### src/rtl/l2_mem_wbuf.sv
// Write buffer and memory-port arbiter between the L2 memory-side port and main memory.
// Buffered lines serve read hits, absorb write-backs and drain to memory when the L2 is idle.
module l2_mem_wbuf #(
  parameter int DEPTH  = 4,
  parameter int ADDR_W = 28,
  parameter int DATA_W = 128
) (
  input  logic                     clk,
  input  logic                     proc_reset_n,
  input  logic                     cache_read,
  input  logic                     cache_write,
  input  logic [ADDR_W-1:0]        cache_addr,
  input  logic [DATA_W-1:0]        cache_wdata,
  output logic [DATA_W-1:0]        cache_rdata,
  output logic                     cache_ready,
  output logic                     mem_read,
  output logic                     mem_write,
  output logic [ADDR_W-1:0]        mem_addr,
  output logic [DATA_W-1:0]        mem_wdata,
  input  logic [DATA_W-1:0]        mem_rdata,
  input  logic                     mem_ready,
  output logic [$clog2(DEPTH):0]   wbuf_count,
  output logic                     wbuf_empty
);
  localparam int PTR_W = $clog2(DEPTH);
  localparam int CNT_W = PTR_W + 1;
  localparam logic [CNT_W-1:0] FULL_CNT = CNT_W'(DEPTH);

  // Handshakes: L2 holds cache_read/cache_write with stable address/data until the
  // one-cycle cache_ready pulse; memory holds mem_read/mem_write until the one-cycle mem_ready.
  typedef enum logic [1:0] {IDLE, RESP, MRD, MWR} state_t;

  state_t state;
  state_t state_next;

  logic [DEPTH-1:0]  valid;
  logic [ADDR_W-1:0] addr_mem [DEPTH];
  logic [DATA_W-1:0] data_mem [DEPTH];
  logic [PTR_W-1:0]  head;
  logic [PTR_W-1:0]  tail;
  logic [CNT_W-1:0]  count;

  logic              hit;
  logic [PTR_W-1:0]  hit_idx;
  logic              full;

  logic rd_hit;
  logic rd_miss;
  logic wr_merge;
  logic wr_push;
  logic drain_start;
  logic drain_done;
  logic fill_done;

  assign full       = (count == FULL_CNT);
  assign wbuf_empty = (count == '0);
  assign wbuf_count = count;

  // Writes coalesce, so at most one valid entry can match.
  always_comb begin
    hit     = 1'b0;
    hit_idx = '0;
    for (int i = 0; i < DEPTH; i++) begin
      if (valid[i] && (addr_mem[i] == cache_addr)) begin
        hit     = 1'b1;
        hit_idx = PTR_W'(i);
      end
    end
  end

  always_ff @(posedge clk) begin
    if (!proc_reset_n) begin
      state <= IDLE;
    end else begin
      state <= state_next;
    end
  end

  always_comb begin
    state_next  = state;
    rd_hit      = 1'b0;
    rd_miss     = 1'b0;
    wr_merge    = 1'b0;
    wr_push     = 1'b0;
    drain_start = 1'b0;
    drain_done  = 1'b0;
    fill_done   = 1'b0;
    cache_ready = 1'b0;
    mem_read    = 1'b0;
    mem_write   = 1'b0;
    case (state)
      IDLE: begin
        if (cache_read) begin
          if (hit) begin
            rd_hit     = 1'b1;
            state_next = RESP;
          end else begin
            rd_miss    = 1'b1;
            state_next = MRD;
          end
        end else if (cache_write) begin
          if (hit) begin
            wr_merge   = 1'b1;
            state_next = RESP;
          end else if (!full) begin
            wr_push    = 1'b1;
            state_next = RESP;
          end else begin
            // Make room first; the held write is retried on the next IDLE visit.
            drain_start = 1'b1;
            state_next  = MWR;
          end
        end else if (!wbuf_empty) begin
          drain_start = 1'b1;
          state_next  = MWR;
        end
      end
      RESP: begin
        cache_ready = 1'b1;
        state_next  = IDLE;
      end
      MRD: begin
        mem_read = 1'b1;
        if (mem_ready) begin
          fill_done  = 1'b1;
          state_next = RESP;
        end
      end
      MWR: begin
        mem_write = 1'b1;
        if (mem_ready) begin
          drain_done = 1'b1;
          state_next = IDLE;
        end
      end
      default: state_next = IDLE;
    endcase
  end

  always_ff @(posedge clk) begin
    if (!proc_reset_n) begin
      valid       <= '0;
      head        <= '0;
      tail        <= '0;
      count       <= '0;
      cache_rdata <= '0;
      mem_addr    <= '0;
      mem_wdata   <= '0;
    end else begin
      if (rd_hit) begin
        cache_rdata <= data_mem[hit_idx];
      end
      if (fill_done) begin
        cache_rdata <= mem_rdata;
      end
      if (rd_miss) begin
        mem_addr <= cache_addr;
      end
      if (drain_start) begin
        mem_addr  <= addr_mem[head];
        mem_wdata <= data_mem[head];
      end
      if (wr_push) begin
        valid[tail] <= 1'b1;
        tail        <= tail + 1'b1;
        count       <= count + 1'b1;
      end
      if (drain_done) begin
        valid[head] <= 1'b0;
        head        <= head + 1'b1;
        count       <= count - 1'b1;
      end
    end
  end

  // Line storage needs no reset: the valid bits gate every use.
  always_ff @(posedge clk) begin
    if (wr_push) begin
      addr_mem[tail] <= cache_addr;
      data_mem[tail] <= cache_wdata;
    end
    if (wr_merge) begin
      data_mem[hit_idx] <= cache_wdata;
    end
  end

  assert property (@(posedge clk) disable iff (!proc_reset_n) !(mem_read && mem_write));
  assert property (@(posedge clk) disable iff (!proc_reset_n) count <= FULL_CNT);

endmodule

### config.mk
export PLATFORM = sky130hd
export DESIGN_NAME = l2_mem_wbuf
export DESIGN_NICKNAME = d
export VERILOG_FILES = /design/src/rtl/l2_mem_wbuf.sv
export SDC_FILE = /design/constraint.sdc
export NUM_CORES = 1
export LEC_CHECK = 0
export CAP_MARGIN = 20
export CORE_UTILIZATION = 38
export CTS_BUF_LIST = sky130_fd_sc_hd__clkbuf_2 sky130_fd_sc_hd__clkbuf_4 sky130_fd_sc_hd__clkbuf_8
export DETAILED_ROUTE_END_ITERATION = 6
export MAX_ROUTING_LAYER = met4
export SYNTH_ARGS = -nofsm -noshare
export SYNTH_HDL_FRONTEND = slang
export SYNTH_SLANG_ARGS = --single-unit
export TNS_END_PERCENT = 100
### constraint.sdc
create_clock -name clk -period 31 [get_ports clk]
set_input_delay 3.1 -clock clk [delete_from_list [all_inputs] [get_ports clk]]
set_output_delay 3.1 -clock clk [all_outputs]
set_load 0.005 [all_outputs]
==> metrics.txt <==
post-DR vias/cell between 5 and 6; Routed wire per std cell 25.71 µm; Clk pwr share between 40% and 50%; Fin Hold WS approximately 0.47 ns; Max stage delay cell, worst path or4_4; clock root cell clkbuf_8; Synth Area per Inst about 14 µm²; Max H-tree Level 4; Seq cells post-synth about 900; I/O pin total 580; VDD IR max ~0.033 mV; status completed; total track usage roughly a quarter; Worst R2R Path Depth 9; Worst-Margin Slew between 1 and 1.5 ns; total negative slack 0 ns; die width 320.8 µm; worst r2r dst data_mem[3][35]; Slew Limit Fails 0; fraction of registers with async set/reset 0%; period utilization ~25%; nets@finish 3687; initial antenna violation count 26; Req. time, crit path roughly 31 ns; Placed Area between 0.04 and 0.05 mm²; switching portion of total power a little under a quarter; row count between 100 and 150; Max-Cap Viols 0; First-pass DRT Iterations 5; first-pass GRT wire length 181800 µm; combinational power share 9.5%; port buffer count 579; total global routing overflow 0; CTS Buffer Depth 3; Die Footprint just over 0.1 mm²; Clk Latency, worst-skew pair between 0.8 and 0.9 ns; CP Cell Sequence clkdlybuf4s50_1, xnor2_1, nand4_1, or4_1, or4_4, o21ai_1, a21oi_1, nor2_4, buf_4, buf_4; Synth top cells by count edfxtp_1 (624), nand2_1 (399), dfxtp_1 (299); Synth Warn # 0; die height between 300 and 400 µm; CTS Hold Bufs 0; RSZ-0062 raised after global routing no; Total Power 2.820 mW; worst-path fanout max 39; Routed Wire Length ~130000 µm; most frequent cell after synthesis edfxtp_1; RR Startpoint addr_mem[3][4]; library cells used by synthesis 49; CP startpoint cache_addr[4]; fmax approximately 0.13 GHz; post-synth net total approximately 3.1k; CTS buffer count 161; Seq/Total Area, Yosys 64.00%; power density cells a little under 60 mW/mm²; initial drt markers 2271; ranking of synthesized cells by area edfxtp_1 (49%), dfxtp_1 (15%), mux4_2 (9.1%); Setup CP Type in -> reg; min cycle time layout 7.747 ns; CTS sink count just over 900; P_leak about 17 nW; area fraction of the dominant cell type after synthesis a little under 50%; critical path capture point type flip-flop; register clock-pin slew on the reported worst setup and hold paths around 0.060 ns; Area Growth Syn to Fin 26.65%; worst setup path end data_mem[3][35]; final setup violation count 0; Worst path most repeated cell buf_4; Post-synth EDFFs 624; core area around 0.10 mm²; Psw 0.6713 mW; reg-to-reg setup timing slack roughly 26 ns; sequential power share 49.1%; synthesized area 0.03863 mm²; Final Hold Fails 0; Initial Util 38.46%; cell taking the most area after synthesis edfxtp_1; P_int 2.149 mW; largest net degree at the start of global routing slightly below 80; cts repair resizes 0; setup repair bufs after CTS 0; gp weighted congestion 0.9131; Crit path largest cell delay 0.85 ns; routed via count 27.11k; layout cells sized above 1 14.66%; Critical Path Source Type input port; vias in the first global route 27.10k; Setup Skew approximately 0.049 ns; hold depth 1; Synth Instances between 2k and 3k; slew margin rel. 24.32%; Worst Hold Class reg -> reg; final instance area approximately 0.049 mm²; ys flop type edfxtp_1; post-DP HPWL approximately 76000 µm; worst path arrival time 8.17 ns; CTS tree yes; DR DRC count 0; Routed Antenna Nets 0
## layout by cell type, fill, tap and decap left out, types with 20 or more instances in the layout
master and instances:
a21oi_1 36, a31oi_1 129, a32o_1 128, buf_4 43, clkbuf_4 71, clkbuf_8 179
clkdlybuf4s50_1 579, clkinv_2 20, dfxtp_1 295, diode_2 28, edfxtp_1 624, mux2i_1 159
mux4_2 156, nand2_1 397, nand4_1 36, nor2_1 269, o21ai_0 29, o22ai_1 128
xnor2_1 79, xor2_1 32
## power by group through the flow
stage	clock network, mW	registers (mW)	logic, mW
final	1.17	1.38	0.269
after global routing	1.25	1.39	0.287
after CTS	1.19	1.38	0.271
after detailed placement	0	1.41	0.270
after global placement	0	1.41	0.269
after floorplan	0	1.41	0.130
## flip-flops by register name, indices dropped and copies added, names as in the netlist, named ones only
name,cells
tail,2
data_mem,512
valid,4
head,2
state,2
mem_wdata,128
mem_addr,28
wbuf_count,3
addr_mem,112
cache_rdata,128
## worst max-delay path, delay by kind of cell
family / cells / cell delay, ns
xor+xnor: 1 / 0.47
buf+inv: 3 / 1.91
simple gates: 4 / 2.09
compound gates: 2 / 0.56
## metal layers
metal | vias to the layer above | track usage, % | part of all wire, %
met5 | - | - | 0
met4 | 0 | 8.561 | 2.6
met3 | 191 | 5.635 | 7.5
met2 | 1110 | 39.73 | 49
met1 | 13790 | 30.65 | 41
li1 | 12010 | - | -
## how the worst min path moves through the flow
stage,to,start
after global placement,cache_rdata[50],cache_rdata[50]
after detailed placement,cache_rdata[21],cache_rdata[21]
after global routing,cache_rdata[70],cache_rdata[70]
after CTS,cache_rdata[42],cache_rdata[42]
after floorplan,valid[0],valid[0]
final,cache_rdata[21],cache_rdata[21]
## kinds of logic after synthesis
logic type / synth area share (%)
flip-flops: 64.00
AO/OA/AOI/OAI: 8.629
buffers and inverters: 2.964
multiplexers: 13.22
XOR/XNOR: 2.643
adder cells (fa/ha/maj): 0.3110
AND/OR/NAND/NOR: 8.237
## final cells by class
type,count,area (µm²)
diodes,28,70.07
clock buffers,250,2997
clock inverters,51,400.4
fillers,8977,51510
inverters,9,38.79
multi-input cells,1671,12860
flip-flops and latches,923,24730
well taps,1357,1698
repair buffers,623,6123
## per-stage QoR
step	instances	setup slack [ns]	utilization, %
6_report	4912	23.25	48.71
2_1_floorplan	2836	12.34	-
3_3_place_gp	4582	22.49	45.25
4_1_cts	4883	23.32	48.64
5_1_grt	4911	23.02	48.71
3_5_place_dp	4582	22.43	45.25
(Power assumes the default switching activity.)
